==> src/rtl/one_bit_adder.sv <==
// Registered single-bit full adder with an optional bit-serial carry feedback path.
// Serial words are added LSB first, one bit per valid cycle, with gaps allowed between bits.
module one_bit_adder (
  input  logic i_clk,
  input  logic i_rst,
  input  logic i_valid,
  input  logic i_bit1,
  input  logic i_bit2,
  input  logic i_carry,
  input  logic i_serial,
  input  logic i_first,
  output logic o_sum,
  output logic o_carry,
  output logic o_valid
);

  logic sum_q;
  logic carry_q;
  logic valid_q;

  logic cin;
  logic sum_d;
  logic cout_d;

  // The internal carry register always equals the registered carry-out, so one flop serves both.
  always_comb begin
    cin    = (i_serial && !i_first) ? carry_q : i_carry;
    sum_d  = i_bit1 ^ i_bit2 ^ cin;
    cout_d = (i_bit1 & i_bit2) | (i_bit1 & cin) | (i_bit2 & cin);
  end

  always_ff @(posedge i_clk) begin
    if (i_rst) begin
      sum_q   <= 1'b0;
      carry_q <= 1'b0;
      valid_q <= 1'b0;
    end else if (i_valid) begin
      sum_q   <= sum_d;
      carry_q <= cout_d;
      valid_q <= 1'b1;
    end else begin
      valid_q <= 1'b0;
    end
  end

  assign o_sum   = sum_q;
  assign o_carry = carry_q;
  assign o_valid = valid_q;

endmodule

==> config.mk <==
export PLATFORM = sky130hd
export DESIGN_NAME = one_bit_adder
export DESIGN_NICKNAME = d
export VERILOG_FILES = /design/src/rtl/one_bit_adder.sv
export SDC_FILE = /design/constraint.sdc
export NUM_CORES = 1
export LEC_CHECK = 0
export BUFFER_PORTS_ARGS = -buffer_cell sky130_fd_sc_hd__buf_2
export CAP_MARGIN = 20
export CORE_AREA = 2 2 39 41
export CTS_BUF_LIST = sky130_fd_sc_hd__clkbuf_4 sky130_fd_sc_hd__clkbuf_8 sky130_fd_sc_hd__clkbuf_16
export DETAILED_ROUTE_END_ITERATION = 7
export DIE_AREA = 0 0 41 43
export PLACE_DENSITY_LB_ADDON = 0.2
export REMOVE_ABC_BUFFERS = 1
export SYNTH_ARGS = -nofsm -noshare
export SYNTH_HDL_FRONTEND = slang
export SYNTH_SLANG_ARGS = --single-unit
==> constraint.sdc <==
create_clock -name i_clk -period 1.25 [get_ports i_clk]
set_input_delay 0.125 -clock i_clk [delete_from_list [all_inputs] [get_ports i_clk]]
set_output_delay 0.125 -clock i_clk [all_outputs]
set_load 0.05 [all_outputs]
* Yosys cells after proc, flatten, opt, wreduce, memory -nomap -nowiden
Index checks and enable logic that the tools add are counted.
** Operators by class
- Reduce and logical (&&, ||, !) cells :: 2
- Add/sub/neg operators :: 0
- Mux-type cells :: 2
- Multipliers :: 0
- Equality and inequality tests :: 0
- $lt $le $gt $ge :: 0
- Bitwise gates (word level) :: 7
- Div/mod/pow operators :: 0
- Shifts and indexed selects :: 0
** Operator list (number)
- bitwise AND 1 bit :: 3
- 2-to-1 mux 1 bit :: 2
- bitwise OR 1 bit :: 2
- bitwise XOR 1 bit :: 2
- logical AND 1 bit :: 1
- zero test 1 bit :: 1
** Word-level totals
- Memories :: 0
- Output and inout bits :: 3
- Bits in latches :: 0
- RAM bits :: 0
- Bits in read-only memories :: 0
- Input port bits :: 8
- Register bits :: 3

* Depth between registers and ports, before layout
Gate-level depths: netlist (run 1).
- Word-level depth :: 6
- Mapped depth :: 4

* Worst setup path before layout (run 1)
Ideal clock, no wire load.
- Path kind :: register to register
- Start point :: register carry_q, in the netlist o_carry
- End point :: register sum_q, in the netlist o_sum
- Arrival :: 1.423 ns
- Setup slack :: -0.259 ns
- Path buffers :: 0
- Clock period less this slack :: 1.509 ns
- Setup time :: 0.086 ns
- Cell stages (with the launch flop) :: 4
- Data required time :: 1.164 ns
- Cell sequence :: dfxtp_1 -> mux2i_1 -> fa_1 -> a211oi_1
** Between the ends
- Word-level cells in the longest chain between the ends :: 2
** Ends and longest elaborated chain
- start, declared :: line 18 : logic carry_q;
- start signal, assigned :: line 39 : carry_q <= cout_d;
- 2-to-1 mux 1 bit :: line 27 : cin = (i_serial && !i_first) ? carry_q : i_carry;
- bitwise XOR 1 bit :: line 28 : sum_d = i_bit1 ^ i_bit2 ^ cin;
- end signal, assigned :: line 38 : sum_q <= sum_d;
- end, declared :: line 17 : logic sum_q;
No other way between the ends.
A chain may end at the register's enable or synchronous reset.

* Worst setup path after layout (run 1)
Same ends and word-level chain as after synthesis.

==> results.yml, run 1 <==
sta:
  rsz0062_at_grt: "yes"
  period_minus_slack_ns: 1.19
  timing.final.hold_violations: 0
  maxSlewHeadroom: 0.834
  period_share: 0.952
  drv_slew: 0
  clock.fmax_mhz: 840
  max_slew.worst_pin.slew_ns: 0.251
  setup_viol: 0
  skew_ns: 0.0000230
  worst_slack_ns: 0.0598
  tns_ns: 0
clock_tree:
  cts_max_level: 1
  cts_tree: "done"
  cts_max_path_buffers: 2
  hold_buffers: 0
  cts-buffers-inserted: 3
  cts.sinks: 3
  insertion_delay_ns: 0.23
  cts.reportedPaths.clkPinSlew_ns: 0.04
  cts_root_buffer: "clkbuf_4"
floorplan:
  std_cell_rows: 14
  start_util: 0.0958
  die_y_um: 43
  core_mm2: 0.00138
  io_pins: 11
  dieArea_mm2: 0.00176
  die_width_um: 41
grt:
  grt-ovfl-total: 0
  grt_pass1_vias: 184
  grt.total_usage: 0.0553
  grt_pass1_wl_um: 586
  grt_max_degree: 6
  antenna_found_initial: 0
pwr:
  intPower_mw: 0.272
  p_comb_frac: 0.195
  p_sw_mw: 0.0961
  peakVddDrop_uv: 290
  p_leak_nw: 0.128
  switching_share: 0.261
  clock_power_share: 0.515
  seqPwrFrac: 0.290
  p_per_area_mw_per_mm2: 1490
final_layout:
  final_cells: 44
  drive_above_1_share: 0.607
  final_cell_area_um2: 246
  final_cell_mix: "buf_2 (10), clkbuf_4 (4), inv_1 (2), nor2_1 (2), dfxtp_1 (2)"
  synthToLayoutAreaGrowth_pct: 85.8
  finalNetCount: 38
  final_util: 0.178
  final_common_cell: "buf_2"
  num_antenna_cells: 0
synthesis:
  synthSimpleGateAreaFrac: 0.151
  synth_xor_area_frac: 0
  ys_ff_latch: 3
  yosys_warnings: 0
  syn_area_um2: 133
  synth_compound_area_frac: 0.113
  synthMuxAreaShare: 0.0755
  synth_top_family_by_area: "adder cells"
  synthAdderAreaFrac: 0.151
  synth_cells: 13
  ys_types: 8
  ys_seq_area_frac: 0.453
  syn_area_per_cell_um2: 10.2
place:
  dp_slack_ns: -0.0574
  placed_cells: 40
  dpl-instance-area_um2: 210
  port-buffer-count: 10
  gp_congestion: 0.576
critical_path:
  slowest_stage: "fa_1"
  worst_ep_required_time_ns: 1.40
  end_kind: "register"
  cp.arrival_ns: 1.34
  start_kind: "register"
  path_class: "reg2reg"
  cp_max_fo: 2
  cpPeakStageDelay_ns: 0.44
  cp_cell_sequence: "mux2i_1, fa_1, a211oi_2"
hold_path:
  min_path_type: "in2reg"
route:
  vias: 135
  finalWirelength_um: 310
  vias_per_cell: 3.07
  routedWlPerCell_um: 7.05
  drt-initial-drc-count: 1
  ant_nets: 0
  drc: 0
  drtPass1Iterations: 2
flow_run:
  maxCapViolations: 0
status:
  status: "finished clean"
## power by group through the flow
stage          combinational, mW  sequential, mW  clock (mW)
6_report                  0.0716           0.107       0.190
5_1_grt                   0.0779           0.108       0.202
4_1_cts                   0.0699           0.106       0.196
3_5_place_dp              0.0696           0.108           0
3_3_place_gp              0.0695           0.108           0
2_1_floorplan             0.0165           0.134           0
## repair_timing
item	CTS	global route
resized for setup	0	2
endpoints found under the setup margin	0	1
buffers inserted	0	0
## cell families after synthesis
group,count (synthesis)
buffers and inverters,2
AND/OR/NAND/NOR,4
AO/OA/AOI/OAI,2
multiplexers,1
adder cells (fa/ha/maj),1
flip-flops,3
## synth_stat cells
| master | number | area, µm² |
|---|---|---|
| dfxtp_1 | 3 | 60.1 |
| a211oi_1 | 2 | 15.0 |
| inv_1 | 2 | 7.51 |
| nor2_1 | 2 | 7.51 |
| fa_1 | 1 | 20.0 |
| mux2i_1 | 1 | 10.0 |
| nand2b_1 | 1 | 6.26 |
| nor2b_1 | 1 | 6.26 |
## worst paths after layout
kind	start	cells past startpoint	slack [ns]	end
min	i_rst	2	0.1	o_carry
max	o_carry	3	0.06	o_sum
min reg2reg	o_sum	2	0.53	o_sum
max reg2reg	o_carry	3	0.06	o_sum
## critical path, delay by kind of cell, from the launching register on
| family | cells | cell delay (ns) |
|---|---|---|
| adders and majority gates | 1 | 0.44 |
| DFF | 1 | 0.31 |
| AOI/OAI and AO/OA | 1 | 0.22 |
| muxes | 1 | 0.14 |
## per-stage QoR
step	hold WS (ns)	total power, mW
after CTS	0.0855	0.372
final	0.0960	0.368
after global placement	0.321	0.177
after floorplan	0.197	0.150
after detailed placement	0.330	0.177
after global routing	0.110	0.388
## cell type report
cell class,instances,area [µm²]
clock buffer,4,30.0
fill,159,1140
timing repair buffer,11,57.6
inverter,2,7.51
sequential,3,61.3
tap,16,20.0
multi-input combinational,8,70.1
## registers in the layout (all words and copies together) (netlist names)
name and flops:
o_valid 1, o_carry 1, o_sum 1
## metal layers
layer	wire [µm]	vias up	global-route usage
met2	247	0	0.0969
met5	0	-	0
met4	0	0	0.0800
li1	-	72	-
met1	63	63	0.0291
met3	0	0	0.0157
Power figures use the tool's default switching activity.
==> run 2, diff against run 1 <==
--- a/config.mk
+++ b/config.mk
@@ -5,8 +5,8 @@
 export SDC_FILE = /design/constraint.sdc
 export NUM_CORES = 1
 export LEC_CHECK = 0
+export ABC_AREA = 1
 export BUFFER_PORTS_ARGS = -buffer_cell sky130_fd_sc_hd__buf_2
-export CAP_MARGIN = 20
 export CORE_AREA = 2 2 39 41
 export CTS_BUF_LIST = sky130_fd_sc_hd__clkbuf_4 sky130_fd_sc_hd__clkbuf_8 sky130_fd_sc_hd__clkbuf_16
 export DETAILED_ROUTE_END_ITERATION = 7
==> run 2 against run 1 <==
Effect of this change:
- first-iteration DRC count rose to 3.0 times the previous value
- combinational power up 10%
- routed wire length up 4.8%
- highest routed layer is now met3
- clock power about the same
- final cell count up 25%
- critical path depth up 4
- register-to-register slack better by 0.02 ns
==> results.yml, run 2 <==
status:
  status: "finished clean"
clock_tree:
  cts_max_level: 1
  cts-buffers-inserted: 3
  cts_tree: "done"
  cts.sinks: 3
  hold_buffers: 0
  insertion_delay_ns: 0.23
  cts_root_buffer: "clkbuf_4"
  cts_max_path_buffers: 2
  cts.reportedPaths.clkPinSlew_ns: 0.04
sta:
  drv_slew: 0
  rsz0062_at_grt: "yes"
  clock.fmax_mhz: 855
  worst_slack_ns: 0.0810
  maxSlewHeadroom: 0.834
  period_minus_slack_ns: 1.17
  skew_ns: 0.00122
  max_slew.worst_pin.slew_ns: 0.250
  setup_viol: 0
  timing.final.hold_violations: 0
  period_share: 0.935
critical_path:
  start_kind: "register"
  cp.arrival_ns: 1.29
  worst_ep_required_time_ns: 1.37
  path_class: "reg2reg"
  cp_max_fo: 2
  end_kind: "register"
hold_path:
  min_path_type: "in2reg"
place:
  gp_congestion: 0.532
  dp_hpwl_um: 273
  port-buffer-count: 10
  dpl-instance-area_um2: 234
  dp_slack_ns: 0.0438
synthesis:
  ys_ff_latch: 3
  synth_compound_area_frac: 0
  ys_types: 6
  syn_area_um2: 156
  synth_cells: 24
  synthTopCellsByArea: "dfxtp_1 (38%), inv_1 (17%), nand2_1 (17%)"
  ys_seq_area_frac: 0.384
  synth-async-reset-ratio: 0
  ys_top_cells_by_count: "inv_1 (7), nand2_1 (7), nor2_1 (5)"
  syn_area_per_cell_um2: 6.52
  synthSimpleGateAreaFrac: 0.320
  synth_top_family_by_area: "simple AND/OR/NAND/NOR gates"
  synth_edf_count: 0
  synth_top_area_share: 0.384
  synth_xor_area_frac: 0
  yosys_warnings: 0
  synth_area_leader_cell: "dfxtp_1"
  synth-main-ff-cell: "dfxtp_1"
  synthMuxAreaShare: 0
  synthAdderAreaFrac: 0.128
floorplan:
  io_pins: 11
  core_mm2: 0.00138
  die_width_um: 41
  die_y_um: 43
  dieArea_mm2: 0.00176
  std_cell_rows: 14
  start_util: 0.113
final_layout:
  finalNetCount: 49
  final_cell_mix: "buf_2 (10), inv_1 (6), nand2_1 (6)"
  final_cell_area_um2: 273
  synthToLayoutAreaGrowth_pct: 74.4
  num_antenna_cells: 0
  final_common_cell: "buf_2"
  drive_above_1_share: 0.487
route:
  finalWirelength_um: 325
  vias: 166
  wl_met2_um: 104
  drc: 0
  met1_length_um: 161
  routedWlPerCell_um: 5.91
  vias_per_cell: 3.02
  ant_nets: 0
  top_layer_used: "met3"
  met3_wirelength_um: 59
  drtPass1Iterations: 2
  drt-initial-drc-count: 3
grt:
  grt_pass1_wl_um: 552
  grt-ovfl-total: 0
  grt_pass1_vias: 154
  grt_max_degree: 6
  antenna_found_initial: 0
  grt.total_usage: 0.0522
pwr:
  p_leak_nw: 0.165
  peakVddDrop_uv: 154
  p_per_area_mw_per_mm2: 1370
flow_run:
  maxCapViolations: 0
run 2: cell types whose count changed after synthesis:
| cell | change |
|---|---|
| nand2_1 | +7 |
| inv_1 | +5 |
| nor2_1 | +3 |
| a211oi_1 | -2 |
| mux2i_1 | -1 |
| nand2b_1 | -1 |
| nand3_1 | +1 |
| nor2b_1 | -1 |
run 2: worst max-delay path, cell delays in order (launching register included):
cell and delay, ns:
dfxtp_2 0.32, inv_2 0.03, nand3_2 0.05, nand2_2 0.05, fa_1 0.47, nand2_1 0.05, nand2_1 0.05, nor2_1 0.04
run 2: timing repair:
action                                  in CTS  in global routing
gates resized for setup                      0                  4
buffers inserted                             0                  0
endpoints found under the setup margin       0                  1
run 2: cell families after synthesis:
kind of cell | after synthesis
adders and majority gates | 1
DFF | 3
and+or+nand+nor | 13
buffers and inverters | 7
run 2: final timing paths:
check        cells past startpoint  startpoint  endpoint  slack (ns)
min reg2reg                      2       o_sum     o_sum        0.45
max                              7     o_carry     o_sum        0.08
max reg2reg                      7     o_carry     o_sum        0.08
min                              2       i_rst   o_valid        0.07
run 2: metal layers:
layer  vias up  track usage
met1        60       0.0579
li1         95            -
met4         0       0.0800
met2        11       0.0594
met3         0       0.0157
met5         -            0
run 2: report_power, final:
| group | switching (mW) | internal, mW |
|---|---|---|
| sequential | 0.00292 | 0.104 |
| combinational | 0.0511 | 0.0278 |
| clock | 0.0479 | 0.141 |
run 2: area by class of cell:
cell class	count	area [µm²]
Clock buffer	4	30.0
Fill cell	161	1110
Inverter	7	26.3
Multi-Input combinational cell	14	77.6
Sequential cell	3	61.3
Tap cell	16	20.0
Timing Repair Buffer	11	57.6
run 2: metrics by stage:
stage / hold WS, ns / instances / power [mW] / setup TNS, ns / utilization
6_report: 0.0669 / 55 / 0.375 / 0 / 0.197
5_1_grt: 0.0637 / 55 / 0.410 / -0.0144 / 0.197
4_1_cts: 0.0570 / 55 / 0.384 / 0 / 0.191
3_5_place_dp: 0.305 / 51 / 0.185 / 0 / 0.169
3_3_place_gp: 0.310 / 51 / 0.185 / 0 / 0.169
2_1_floorplan: 0.196 / 24 / 0.158 / -0.443 / -
==> run 3, diff against run 2 <==
--- a/config.mk
+++ b/config.mk
@@ -7,6 +7,7 @@
 export LEC_CHECK = 0
 export ABC_AREA = 1
 export BUFFER_PORTS_ARGS = -buffer_cell sky130_fd_sc_hd__buf_2
+export CAP_MARGIN = 30
 export CORE_AREA = 2 2 39 41
 export CTS_BUF_LIST = sky130_fd_sc_hd__clkbuf_4 sky130_fd_sc_hd__clkbuf_8 sky130_fd_sc_hd__clkbuf_16
 export DETAILED_ROUTE_END_ITERATION = 7
==> constraint.sdc (replaced) <==
create_clock -name i_clk -period 1.1 [get_ports i_clk]
set_input_delay 0.11 -clock i_clk [delete_from_list [all_inputs] [get_ports i_clk]]
set_output_delay 0.11 -clock i_clk [all_outputs]
set_load 0.1 [all_outputs]
==> run 3 against run 2 <==
Effect of this change:
- the flow now finishes with violations (setup timing)
- combinational power is 86% higher
- clock power is 13% higher
- via count is 0.60% higher
- first-iteration DRC count is 33% lower
- critical path depth stayed put
- total power is 30% higher
- hold slack worse by 0.011 ns
==> results.yml, run 3 (synthesis results as in run 2) <==
status:
  status: "finished with violations"
  failed_checks: "setup timing"
critical_path:
  cp_max_fo: 2
  cpPeakStageDelay_ns: 0.47
  cp.arrival_ns: 1.29
  start_kind: "register"
  cp_cell_sequence: "inv_2, nand3_2, nand2_2, fa_1, nand2_1, nand2_1, nor2_1"
  crit_top_cell: "nand2_1"
  slowest_stage: "fa_1"
  path_class: "reg2reg"
  worst_ep_required_time_ns: 1.22
  crit_start: "o_carry"
  end_kind: "register"
  r2r-start: "o_carry"
clock_tree:
  insertion_delay_ns: 0.23
  post_cts_buffers: 0
  cts_max_level: 1
  cts_tree: "done"
  cts-buffers-inserted: 3
  cts.sinks: 3
  cts_root_buffer: "clkbuf_4"
  cts.reportedPaths.clkPinSlew_ns: 0.04
  hold_buffers: 0
  cts_max_path_buffers: 2
sta:
  skew_ns: 0.000155
  timing.final.hold_violations: 0
  maxSlewHeadroom: 0.911
  clock.fmax_mhz: 858
  period_share: 1.06
  worst_slack_ns: -0.0655
  setup_viol: 1
  rsz0062_at_grt: "yes"
  drv_slew: 0
  tns_ns: -0.0655
  period_minus_slack_ns: 1.17
  max_slew.worst_pin.slew_ns: 0.133
place:
  dpl-instance-area_um2: 279
  gp_congestion: 0.607
  port-buffer-count: 10
  dp_hpwl_um: 284
floorplan:
  die_width_um: 41
  dieArea_mm2: 0.00176
  die_y_um: 43
  core_mm2: 0.00138
  start_util: 0.113
  std_cell_rows: 14
  io_pins: 11
flow_run:
  maxCapViolations: 0
route:
  ant_nets: 0
  drt-initial-drc-count: 2
  drtPass1Iterations: 2
  finalWirelength_um: 331
  drc: 0
  vias_per_cell: 3.04
  vias: 167
  routedWlPerCell_um: 6.02
hold_path:
  holdCritStartpoint: "i_rst"
  min_path_type: "in2reg"
grt:
  antenna_found_initial: 0
  grt_pass1_vias: 160
  grt_max_degree: 6
  grt-ovfl-total: 0
  grt_pass1_wl_um: 531
  grt.total_usage: 0.0482
final_layout:
  drive_above_1_share: 0.487
  synthToLayoutAreaGrowth_pct: 103
  fillers: 158
  final_cell_area_um2: 318
  num_antenna_cells: 0
  final_common_cell: "buf_2"
  finalNetCount: 49
  final_cell_mix: "buf_2 (7), inv_1 (6), nand2_1 (6)"
pwr:
  peakVddDrop_uv: 258
  p_per_area_mw_per_mm2: 1530
  p_leak_nw: 0.177
  total_power_mw: 0.486
run 3: per-layer routing:
layer / track usage / share of wire / vias up
li1: - / - / 96
met4: 0.0600 / 0 / 0
met1: 0.0516 / 0.46 / 60
met5: 0 / 0 / -
met2: 0.0625 / 0.35 / 11
met3: 0.0157 / 0.18 / 0
run 3: what timing repair did:
| item | CTS | global route |
|---|---|---|
| pin swaps | 1 | 0 |
| resized for setup | 1 | 3 |
| setup endpoints to repair | 2 | 2 |
| hold endpoints to repair | 0 | 0 |
run 3: final timing paths:
path / endpoint / slack, ns / depth (start not counted)
max reg2reg: o_sum / -0.07 / 7
max: o_sum / -0.07 / 7
min reg2reg: o_sum / 0.52 / 2
min: o_valid / 0.06 / 2
run 3: cell type report:
cell class | count | area, µm² | area share
Timing Repair Buffer | 11 | 103 | 0.323
Multi-Input combinational cell | 14 | 77.6 | 0.244
Sequential cell | 3 | 61.3 | 0.193
Clock buffer | 4 | 30.0 | 0.0945
Inverter | 7 | 26.3 | 0.0827
Tap cell | 16 | 20.0 | 0.0630
run 3: power by group:
group	switching (mW)	leakage [nW]	total, mW	internal [mW]
registers	0.00705	0.0253	0.126	0.119
logic	0.0902	0.134	0.147	0.0571
clock network	0.0531	0.0184	0.213	0.160
run 3: worst max-delay path: cells and delay by family (launching register included):
family / cells / cell delay, ns
fa+ha+maj: 1 / 0.47
flops: 1 / 0.33
simple gates: 5 / 0.23
buf+inv: 1 / 0.03
run 3: metrics by stage:
step | setup slack [ns] | hold WS (ns) | instances | util
2_1_floorplan | -0.784 | 0.181 | 24 | -
3_3_place_gp | -0.102 | 0.293 | 51 | 0.202
3_5_place_dp | -0.109 | 0.295 | 51 | 0.202
4_1_cts | -0.0907 | 0.0477 | 55 | 0.224
5_1_grt | -0.139 | 0.0548 | 55 | 0.230
6_report | -0.0655 | 0.0557 | 55 | 0.230
